$ cat src/rtl/clock_time_ctrl_pkg.sv
// clock_pkg: shared types and constants for the HH:MM:SS timekeeping block.
//   mode_e     : RUN / SET_HR / SET_MIN / SET_SEC. The encoding is also the
//                external 2-bit mode output.
//   *_MAX      : field maxima used by the equality wrap compares.
//   next_mode  : the mode_btn rotation RUN->SET_HR->SET_MIN->SET_SEC->RUN.
package clock_pkg;

    typedef enum logic [1:0] {
        RUN     = 2'd0,
        SET_HR  = 2'd1,
        SET_MIN = 2'd2,
        SET_SEC = 2'd3
    } mode_e;

    localparam int SEC_LO_MAX = 9;
    localparam int SEC_HI_MAX = 5;
    localparam int HR_HI_MAX  = 2;
    localparam int HR_LO_WRAP = 3;
    // Units digit of the hours is plain decimal below the 23 wrap.
    localparam int BCD_MAX    = 9;

    function automatic mode_e next_mode(input mode_e cur);
        case (cur)
            RUN:     return SET_HR;
            SET_HR:  return SET_MIN;
            SET_MIN: return SET_SEC;
            default: return RUN;
        endcase
    endfunction

endpackage

$ cat src/rtl/clock_time_ctrl_if.sv
// clock_time_ctrl_if: groups the timebase/button inputs and the display
// outputs of clock_time_ctrl.
//   master : environment side. It drives tick/mode_btn/inc_btn and reads the display.
//   slave  : controller side.
//   tick, mode_btn, inc_btn : single-cycle pulses
//   sec_lo/sec_hi/min_lo/min_hi/hr_lo/hr_hi : BCD digits
//   mode : current mode (clock_pkg::mode_e encoding)
//   day_carry : one-cycle pulse on the midnight rollover
//   chime : present only when CLOCK_CHIME_EN is defined
interface clock_time_ctrl_if;
    logic       tick;
    logic       mode_btn;
    logic       inc_btn;
    logic [3:0] sec_lo;
    logic [2:0] sec_hi;
    logic [3:0] min_lo;
    logic [2:0] min_hi;
    logic [3:0] hr_lo;
    logic [1:0] hr_hi;
    logic [1:0] mode;
    logic       day_carry;
`ifdef CLOCK_CHIME_EN
    logic       chime;

    modport master (
        output tick, mode_btn, inc_btn,
        input  sec_lo, sec_hi, min_lo, min_hi, hr_lo, hr_hi, mode, day_carry, chime
    );
    modport slave (
        input  tick, mode_btn, inc_btn,
        output sec_lo, sec_hi, min_lo, min_hi, hr_lo, hr_hi, mode, day_carry, chime
    );
`else
    modport master (
        output tick, mode_btn, inc_btn,
        input  sec_lo, sec_hi, min_lo, min_hi, hr_lo, hr_hi, mode, day_carry
    );
    modport slave (
        input  tick, mode_btn, inc_btn,
        output sec_lo, sec_hi, min_lo, min_hi, hr_lo, hr_hi, mode, day_carry
    );
`endif
endinterface

$ cat src/rtl/clock_time_ctrl_digit_counter.sv
// digit_counter: a single mod-MOD counter digit, W bits wide.
//   clk, rst : clock, asynchronous active-high reset
//   en       : advance by one and wrap MOD-1 -> 0
//   clr      : synchronous clear. It has priority over en.
//   q        : digit value, always in 0..MOD-1
//   carry    : combinational, en && q == MOD-1. It drives the next digit's en.
module digit_counter #(
    parameter int MOD = 10,
    parameter int W   = 4
) (
    input  logic         clk,
    input  logic         rst,
    input  logic         en,
    input  logic         clr,
    output logic [W-1:0] q,
    output logic         carry
);
    localparam logic [W-1:0] MAX = W'(MOD - 1);

    assign carry = en && (q == MAX);

    always_ff @(posedge clk or posedge rst) begin
        if (rst)      q <= '0;
        else if (clr) q <= '0;
        else if (en)  q <= (q == MAX) ? '0 : q + 1'b1;
    end
endmodule

$ cat src/rtl/clock_time_ctrl.sv
// clock_time_ctrl: HH:MM:SS timekeeping controller with a run/set mode FSM.
//   clk, rst : clock, asynchronous active-high reset
//   ctl      : clock_time_ctrl_if.slave. It carries the tick/mode_btn/inc_btn
//              inputs and the digit, mode and day_carry outputs.
//   TICK_DIV : tick pulses per one-second advance (1..255)
// Optional: define CLOCK_CHIME_EN to add ctl.chime. It pulses one cycle when a
// RUN advance lands on mm:ss = 00:00.
// Every output is a register, so an event is visible one edge after its inputs.
module clock_time_ctrl
    import clock_pkg::*;
#(
    parameter int TICK_DIV = 1
) (
    input  logic              clk,
    input  logic              rst,
    clock_time_ctrl_if.slave  ctl
);
    localparam logic [7:0] PRESC_MAX = 8'(TICK_DIV - 1);

    mode_e state, state_nxt;
    logic  run, inc_eff, inc_hr, inc_min, clr_sec;

    // FSM
    always_ff @(posedge clk or posedge rst) begin
        if (rst) state <= RUN;
        else     state <= state_nxt;
    end

    // mode_btn beats inc_btn. The dropped inc is masked here so that it
    // never reaches the field logic of the old or the new mode.
    assign inc_eff = ctl.inc_btn & ~ctl.mode_btn;

    always_comb begin
        state_nxt = state;
        run       = 1'b0;
        inc_hr    = 1'b0;
        inc_min   = 1'b0;
        clr_sec   = 1'b0;
        if (ctl.mode_btn) state_nxt = next_mode(state);
        case (state)
            RUN:     run     = 1'b1;
            SET_HR:  inc_hr  = inc_eff;
            SET_MIN: inc_min = inc_eff;
            SET_SEC: clr_sec = inc_eff;
            default: ;
        endcase
    end

    // Prescaler. It counts only in RUN, holds in the set modes and is
    // cleared with the seconds, so a full TICK_DIV period follows a seconds
    // clear.
    logic [7:0] presc;
    logic       sec_en;

    assign sec_en = run & ctl.tick & (presc == PRESC_MAX);

    always_ff @(posedge clk or posedge rst) begin
        if (rst)                presc <= '0;
        else if (clr_sec)       presc <= '0;
        else if (run && ctl.tick)
            presc <= (presc == PRESC_MAX) ? '0 : presc + 1'b1;
    end

    // Seconds / minutes chain
    logic [3:0] sec_lo, min_lo;
    logic [2:0] sec_hi, min_hi;
    logic       sec_lo_c, sec_hi_c, min_lo_c, min_hi_c;

    digit_counter #(.MOD(SEC_LO_MAX + 1), .W(4)) u_sec_lo (
        .clk(clk), .rst(rst), .en(sec_en), .clr(clr_sec),
        .q(sec_lo), .carry(sec_lo_c)
    );
    digit_counter #(.MOD(SEC_HI_MAX + 1), .W(3)) u_sec_hi (
        .clk(clk), .rst(rst), .en(sec_lo_c), .clr(clr_sec),
        .q(sec_hi), .carry(sec_hi_c)
    );
    // sec_hi_c can only fire in RUN because sec_en is gated by run. inc_min
    // joins the chain at the minutes units.
    digit_counter #(.MOD(SEC_LO_MAX + 1), .W(4)) u_min_lo (
        .clk(clk), .rst(rst), .en(sec_hi_c | inc_min), .clr(1'b0),
        .q(min_lo), .carry(min_lo_c)
    );
    digit_counter #(.MOD(SEC_HI_MAX + 1), .W(3)) u_min_hi (
        .clk(clk), .rst(rst), .en(min_lo_c), .clr(1'b0),
        .q(min_hi), .carry(min_hi_c)
    );

    // Hours pair. The 23 -> 00 wrap does not fit the digit_counter model.
    // A minutes wrap in SET_MIN must not reach the hours, so the carry path
    // is gated by run.
    logic [3:0] hr_lo;
    logic [1:0] hr_hi;
    logic       hr_wrap, hr_step, run_wrap;

    assign hr_wrap  = (hr_hi == 2'(HR_HI_MAX)) && (hr_lo == 4'(HR_LO_WRAP));
    assign run_wrap = run & min_hi_c;
    assign hr_step  = run_wrap | inc_hr;

    always_ff @(posedge clk or posedge rst) begin
        if (rst) begin
            hr_lo <= '0;
            hr_hi <= '0;
        end else if (hr_step) begin
            if (hr_wrap) begin
                hr_lo <= '0;
                hr_hi <= '0;
            end else if (hr_lo == 4'(BCD_MAX)) begin
                hr_lo <= '0;
                hr_hi <= hr_hi + 1'b1;
            end else begin
                hr_lo <= hr_lo + 1'b1;
            end
        end
    end

    // day_carry is registered alongside the digits. It is therefore high in
    // exactly the cycle that first shows 00:00:00.
    logic day_carry;

    always_ff @(posedge clk or posedge rst) begin
        if (rst) day_carry <= 1'b0;
        else     day_carry <= run_wrap & hr_wrap;
    end

`ifdef CLOCK_CHIME_EN
    // A run-mode minutes-tens carry means minutes and seconds both just
    // wrapped, so the display lands on mm:ss = 00:00.
    logic chime;

    always_ff @(posedge clk or posedge rst) begin
        if (rst) chime <= 1'b0;
        else     chime <= run_wrap;
    end

    assign ctl.chime = chime;
`endif

    assign ctl.sec_lo    = sec_lo;
    assign ctl.sec_hi    = sec_hi;
    assign ctl.min_lo    = min_lo;
    assign ctl.min_hi    = min_hi;
    assign ctl.hr_lo     = hr_lo;
    assign ctl.hr_hi     = hr_hi;
    assign ctl.mode      = state;
    assign ctl.day_carry = day_carry;
endmodule

$ cat src/flat_wrapper.sv
// flat-port wrapper written by rule: the top's interface ports become plain ports
module clock_time_ctrl_flat import clock_pkg::*;
#(
    parameter int TICK_DIV = 1
)
  (clk, rst, ctl_tick, ctl_mode_btn, ctl_inc_btn, ctl_sec_lo, ctl_sec_hi, ctl_min_lo, ctl_min_hi, ctl_hr_lo, ctl_hr_hi, ctl_mode, ctl_day_carry);
  clock_time_ctrl_if ctl_i ();
  input  logic clk;
  input  logic rst;
  input wire logic [$bits(ctl_i.tick)-1:0] ctl_tick;
  input wire logic [$bits(ctl_i.mode_btn)-1:0] ctl_mode_btn;
  input wire logic [$bits(ctl_i.inc_btn)-1:0] ctl_inc_btn;
  output wire logic [$bits(ctl_i.sec_lo)-1:0] ctl_sec_lo;
  output wire logic [$bits(ctl_i.sec_hi)-1:0] ctl_sec_hi;
  output wire logic [$bits(ctl_i.min_lo)-1:0] ctl_min_lo;
  output wire logic [$bits(ctl_i.min_hi)-1:0] ctl_min_hi;
  output wire logic [$bits(ctl_i.hr_lo)-1:0] ctl_hr_lo;
  output wire logic [$bits(ctl_i.hr_hi)-1:0] ctl_hr_hi;
  output wire logic [$bits(ctl_i.mode)-1:0] ctl_mode;
  output wire logic [$bits(ctl_i.day_carry)-1:0] ctl_day_carry;
  assign ctl_i.tick = ctl_tick;
  assign ctl_i.mode_btn = ctl_mode_btn;
  assign ctl_i.inc_btn = ctl_inc_btn;
  assign ctl_sec_lo = ctl_i.sec_lo;
  assign ctl_sec_hi = ctl_i.sec_hi;
  assign ctl_min_lo = ctl_i.min_lo;
  assign ctl_min_hi = ctl_i.min_hi;
  assign ctl_hr_lo = ctl_i.hr_lo;
  assign ctl_hr_hi = ctl_i.hr_hi;
  assign ctl_mode = ctl_i.mode;
  assign ctl_day_carry = ctl_i.day_carry;
  clock_time_ctrl #(.TICK_DIV(TICK_DIV)) u_core (.clk(clk), .rst(rst), .ctl(ctl_i));
endmodule
$ cat config.mk
export PLATFORM = sky130hd
export DESIGN_NAME = clock_time_ctrl_flat
export DESIGN_NICKNAME = d
export VERILOG_FILES = /design/src/rtl/clock_time_ctrl_pkg.sv /design/src/rtl/clock_time_ctrl_if.sv /design/src/rtl/clock_time_ctrl_digit_counter.sv /design/src/rtl/clock_time_ctrl.sv /design/src/flat_wrapper.sv
export SDC_FILE = /design/constraint.sdc
export NUM_CORES = 1
export LEC_CHECK = 0
export BUFFER_PORTS_ARGS = -buffer_cell sky130_fd_sc_hd__buf_4
export CELL_PAD_IN_SITES_DETAIL_PLACEMENT = 1
export CELL_PAD_IN_SITES_GLOBAL_PLACEMENT = 2
export CORE_ASPECT_RATIO = 0.8
export CORE_MARGIN = 3
export CORE_UTILIZATION = 35
export CTS_CLUSTER_SIZE = 24
export DETAILED_ROUTE_END_ITERATION = 7
export PLACE_DENSITY_LB_ADDON = 0.1
export SLEW_MARGIN = 20
export SYNTH_ARGS = -nofsm -noshare
export SYNTH_HDL_FRONTEND = slang
export SYNTH_SLANG_ARGS = --single-unit
$ cat constraint.sdc
create_clock -name clk -period 2.15 [get_ports clk]
set_input_delay 0.1075 -clock clk [delete_from_list [all_inputs] [get_ports clk]]
set_output_delay 0.1075 -clock clk [all_outputs]
set_load 0.05 [all_outputs]
==> results.yml <==
logic_synthesis:
  syn_inst: 177
  syn-cell-area_sq_mm: 0.00173
  syn_area_per_cell_sq_um: 9.76
  synth_top_area_share_pct: 44.9
  synth_edf_count: 0
  synth_ff_type: "dfrtp_1"
  synth.most_common_cell: "dfrtp_1"
  synthTopCellsByCount: "dfrtp_1, nor2_1, nand2_1, ha_1, inv_1"
  yosysWarnings: 0
  synth_nets: 193
  yosys.area.top_type: "dfrtp_1"
  synth_cell_types: 39
  netlist_top_cells_area: "dfrtp_1, ha_1, nor2_1"
  synth-seq-area-share_pct: 44.9
  synth-seq-cells: 31
  async_flop_share_pct: 100
clock_network:
  htree_levels: 2
  clock-sinks: 31
  clkTransAtPathRegs_ns: 0.07
  cts_root_buf: "clkbuf_8"
  numCtsBuffers: 5
  clock_latency_ns: 0.27
  cts_tree: "yes"
  clock_path_buffers: 2
power_and_ir_drop:
  cell_internal_pwr_mw: 1.61
  seqPwrFrac_pct: 31.9
  switchingPower_mw: 1.43
  switching_share_pct: 47.1
  power_mw: 3.04
  max-vdd-ir-drop_v: 0.000732
  p_per_area_mw_per_mm2: 1340
  pwr-share-clk_pct: 14.3
  p_leak_nw: 1.10
  combPwrFrac_pct: 53.8
cells_and_area:
  multi_input_area_sq_um: 948
  fin_area_sq_mm: 0.00227
  nFillCells: 533
  drive_above_1_share_pct: 32.0
  finalNonFillerCells: 288
  seq_area_sq_um: 781
  nets: 243
  antenna_cells: 0
  areaGrowthSynthToFinish_pct: 31.7
  final_util_pct: 48.6
setup_path:
  endpoint_kind: "flip-flop"
  crit_path_top_delay_cell: "dfrtp_1"
  timing.critical_path.buf_inv: 2
  worstPathCellList: "inv_2 > ha_4 > nor4b_4 > nand4_1 > buf_4 > or3b_4 > or3_4 > a21oi_2"
  critPathMaxStageDelay_ns: 0.41
  cp.arrival_ns: 2.33
  worstPathMaxFanout: 3
  cp_data_required_time_ns: 2.36
  cp-start-kind: "flip-flop"
  cpLargestDelayFamily: "simple AND/OR/NAND/NOR gates"
  critPathKind: "flip-flop to flip-flop"
die:
  io_pins: 28
  die_area_sq_mm: 0.00582
  coreArea_sq_mm: 0.00468
  die_y_um: 68.8
  placementRows: 22
  dieWidth_um: 84.5
  initial_core_util_pct: 36.9
routing:
  vias: 1471
  routed_wl_mm: 4.33
  drc: 0
  viasPerCell: 5.11
  drt_iter0_drc: 51
  wl_per_cell_um: 15.0
  postRouteAntennaNets: 0
  dr.pass1.iters: 4
global_route:
  gr-usage-all-layers_pct: 15.1
  grt_overflow: 0
  antenna_found_initial: 0
  grt_pass1_vias: 1461
  grt_max_degree: 32
  grt_pass1_wl_mm: 6.87
timing:
  finalHoldViolations: 0
  rsz0062_at_grt: "true"
  worst_slew_pin_slew_ns: 0.418
  slew_violations: 0
  fmax_ghz: 0.471
  fin_crit_ns: 2.12
  setup_slack_ns: 0.0256
  period_share_pct: 98.8
  worst_clock_skew_ns: 0.00587
  relSlewSlack_pct: 72.1
  whs_ns: 0.0703
  setup_viol: 0
  final.setup.tns_ns: 0
place:
  dpl_worst_slack_ns: -0.00180
  post-dp-hpwl_mm: 3.01
  portBuffers: 27
  dp.cells: 272
  place_congestion: 0.774
  place_area_sq_mm: 0.00208
min_path:
  hold_class: "primary input to flip-flop"
outcome:
  status: "completed"
flow_run:
  max_cap_violations: 0
-- kinds of logic (layout without fill, tap and decap cells) --
family | count (synthesis) | after routing | synth area share, %
AND/OR/NAND/NOR | 81 | 81 | 26.1
flip-flops | 31 | 31 | 44.9
AO/OA/AOI/OAI | 23 | 24 | 8.48
buffers and inverters | 14 | 64 | 3.26
adder cells (fa/ha/maj) | 11 | 11 | 7.97
XOR/XNOR | 11 | 11 | 5.58
multiplexers | 6 | 6 | 3.70
-- sequential cells by signal, summed over array words and instances (netlist names) --
register,cells
u_core.ctl.day_carry,1
u_core.ctl.hr_hi,2
u_core.ctl.hr_lo,4
u_core.ctl.mode,2
u_core.presc,8
u_core.u_min_hi.q,3
u_core.u_min_lo.q,4
u_core.u_sec_hi.q,3
u_core.u_sec_lo.q,4
-- worst paths after layout --
kind                                                  startpoint  slack (ns)  cells after the start                               end
worst max-delay path                 u_core.presc[1]$_DFFE_PP0P_        0.03                      8  u_core.u_sec_hi.q[1]$_DFFE_PP0P_
min in group asynchronous                                    rst        0.49                      4   u_core.ctl.hr_hi[1]$_DFFE_PP0P_
worst min-delay path                                ctl_mode_btn        0.07                      2    u_core.ctl.mode[0]$_DFFE_PP0P_
max in group asynchronous                                    rst        1.33                      4    u_core.ctl.mode[1]$_DFFE_PP0P_
worst max register to register       u_core.presc[1]$_DFFE_PP0P_        0.03                      8  u_core.u_sec_hi.q[1]$_DFFE_PP0P_
worst min register to register  u_core.u_min_hi.q[0]$_DFFE_PP0P_        0.53                      1  u_core.u_min_hi.q[0]$_DFFE_PP0P_
-- layout make-up --
cell class              count  area share (%)
clock buffers               7            3.36
clock inverters             1           0.220
inverters                  10            1.65
multi-input cells         133            41.7
flip-flops and latches     31            34.3
well taps                  60            3.30
repair buffers             46            15.5
-- routing by layer --
metal	GRT usage, %	routed length (um)	up-vias
li1	-	-	714
met1	18.8	2080	731
met2	26.2	2080	24
met3	4.51	155	2
met4	3.56	19	0
met5	0	0	-
-- power by group through the flow --
stage	clock network (mW)	logic [mW]	registers, mW
detailed placement	0	1.52	0.971
global route	0.482	1.78	1.01
global placement	0	1.48	0.952
finish	0.435	1.63	0.970
floorplan	0	0.543	1.43
CTS	0.452	1.53	0.962
-- what timing repair did --
action | in CTS | in global routing
hold buffers | 1 | 0
gates cloned | 0 | 1
pin swaps | 1 | 4
endpoints found under the setup margin | 2 | 6
setup buffers | 0 | 6
resized for setup | 0 | 12
endpoints found under the hold margin | 31 | 0
-- placed cells by master (no fill, tap or decap), types with 2 or more instances in the layout --
cell type and n:
nand2b_1 3, mux2_2 3, nor2b_1 6, nand4b_1 2, o31a_1 2, xnor2_1 5
clkbuf_1 2, dfrtp_2 4, mux2i_1 3, xor2_1 6, nor3_1 3, dfrtp_1 27
nand4_1 4, inv_1 6, o21ai_0 7, nand2_1 16, buf_4 44, and3b_1 3
ha_4 2, a21oi_1 6, nor2_1 21, ha_1 9, nand3_1 9, or4b_1 2
inv_2 4, clkbuf_8 5, or3_1 2, o31ai_1 2
(Power assumes the default switching activity.)
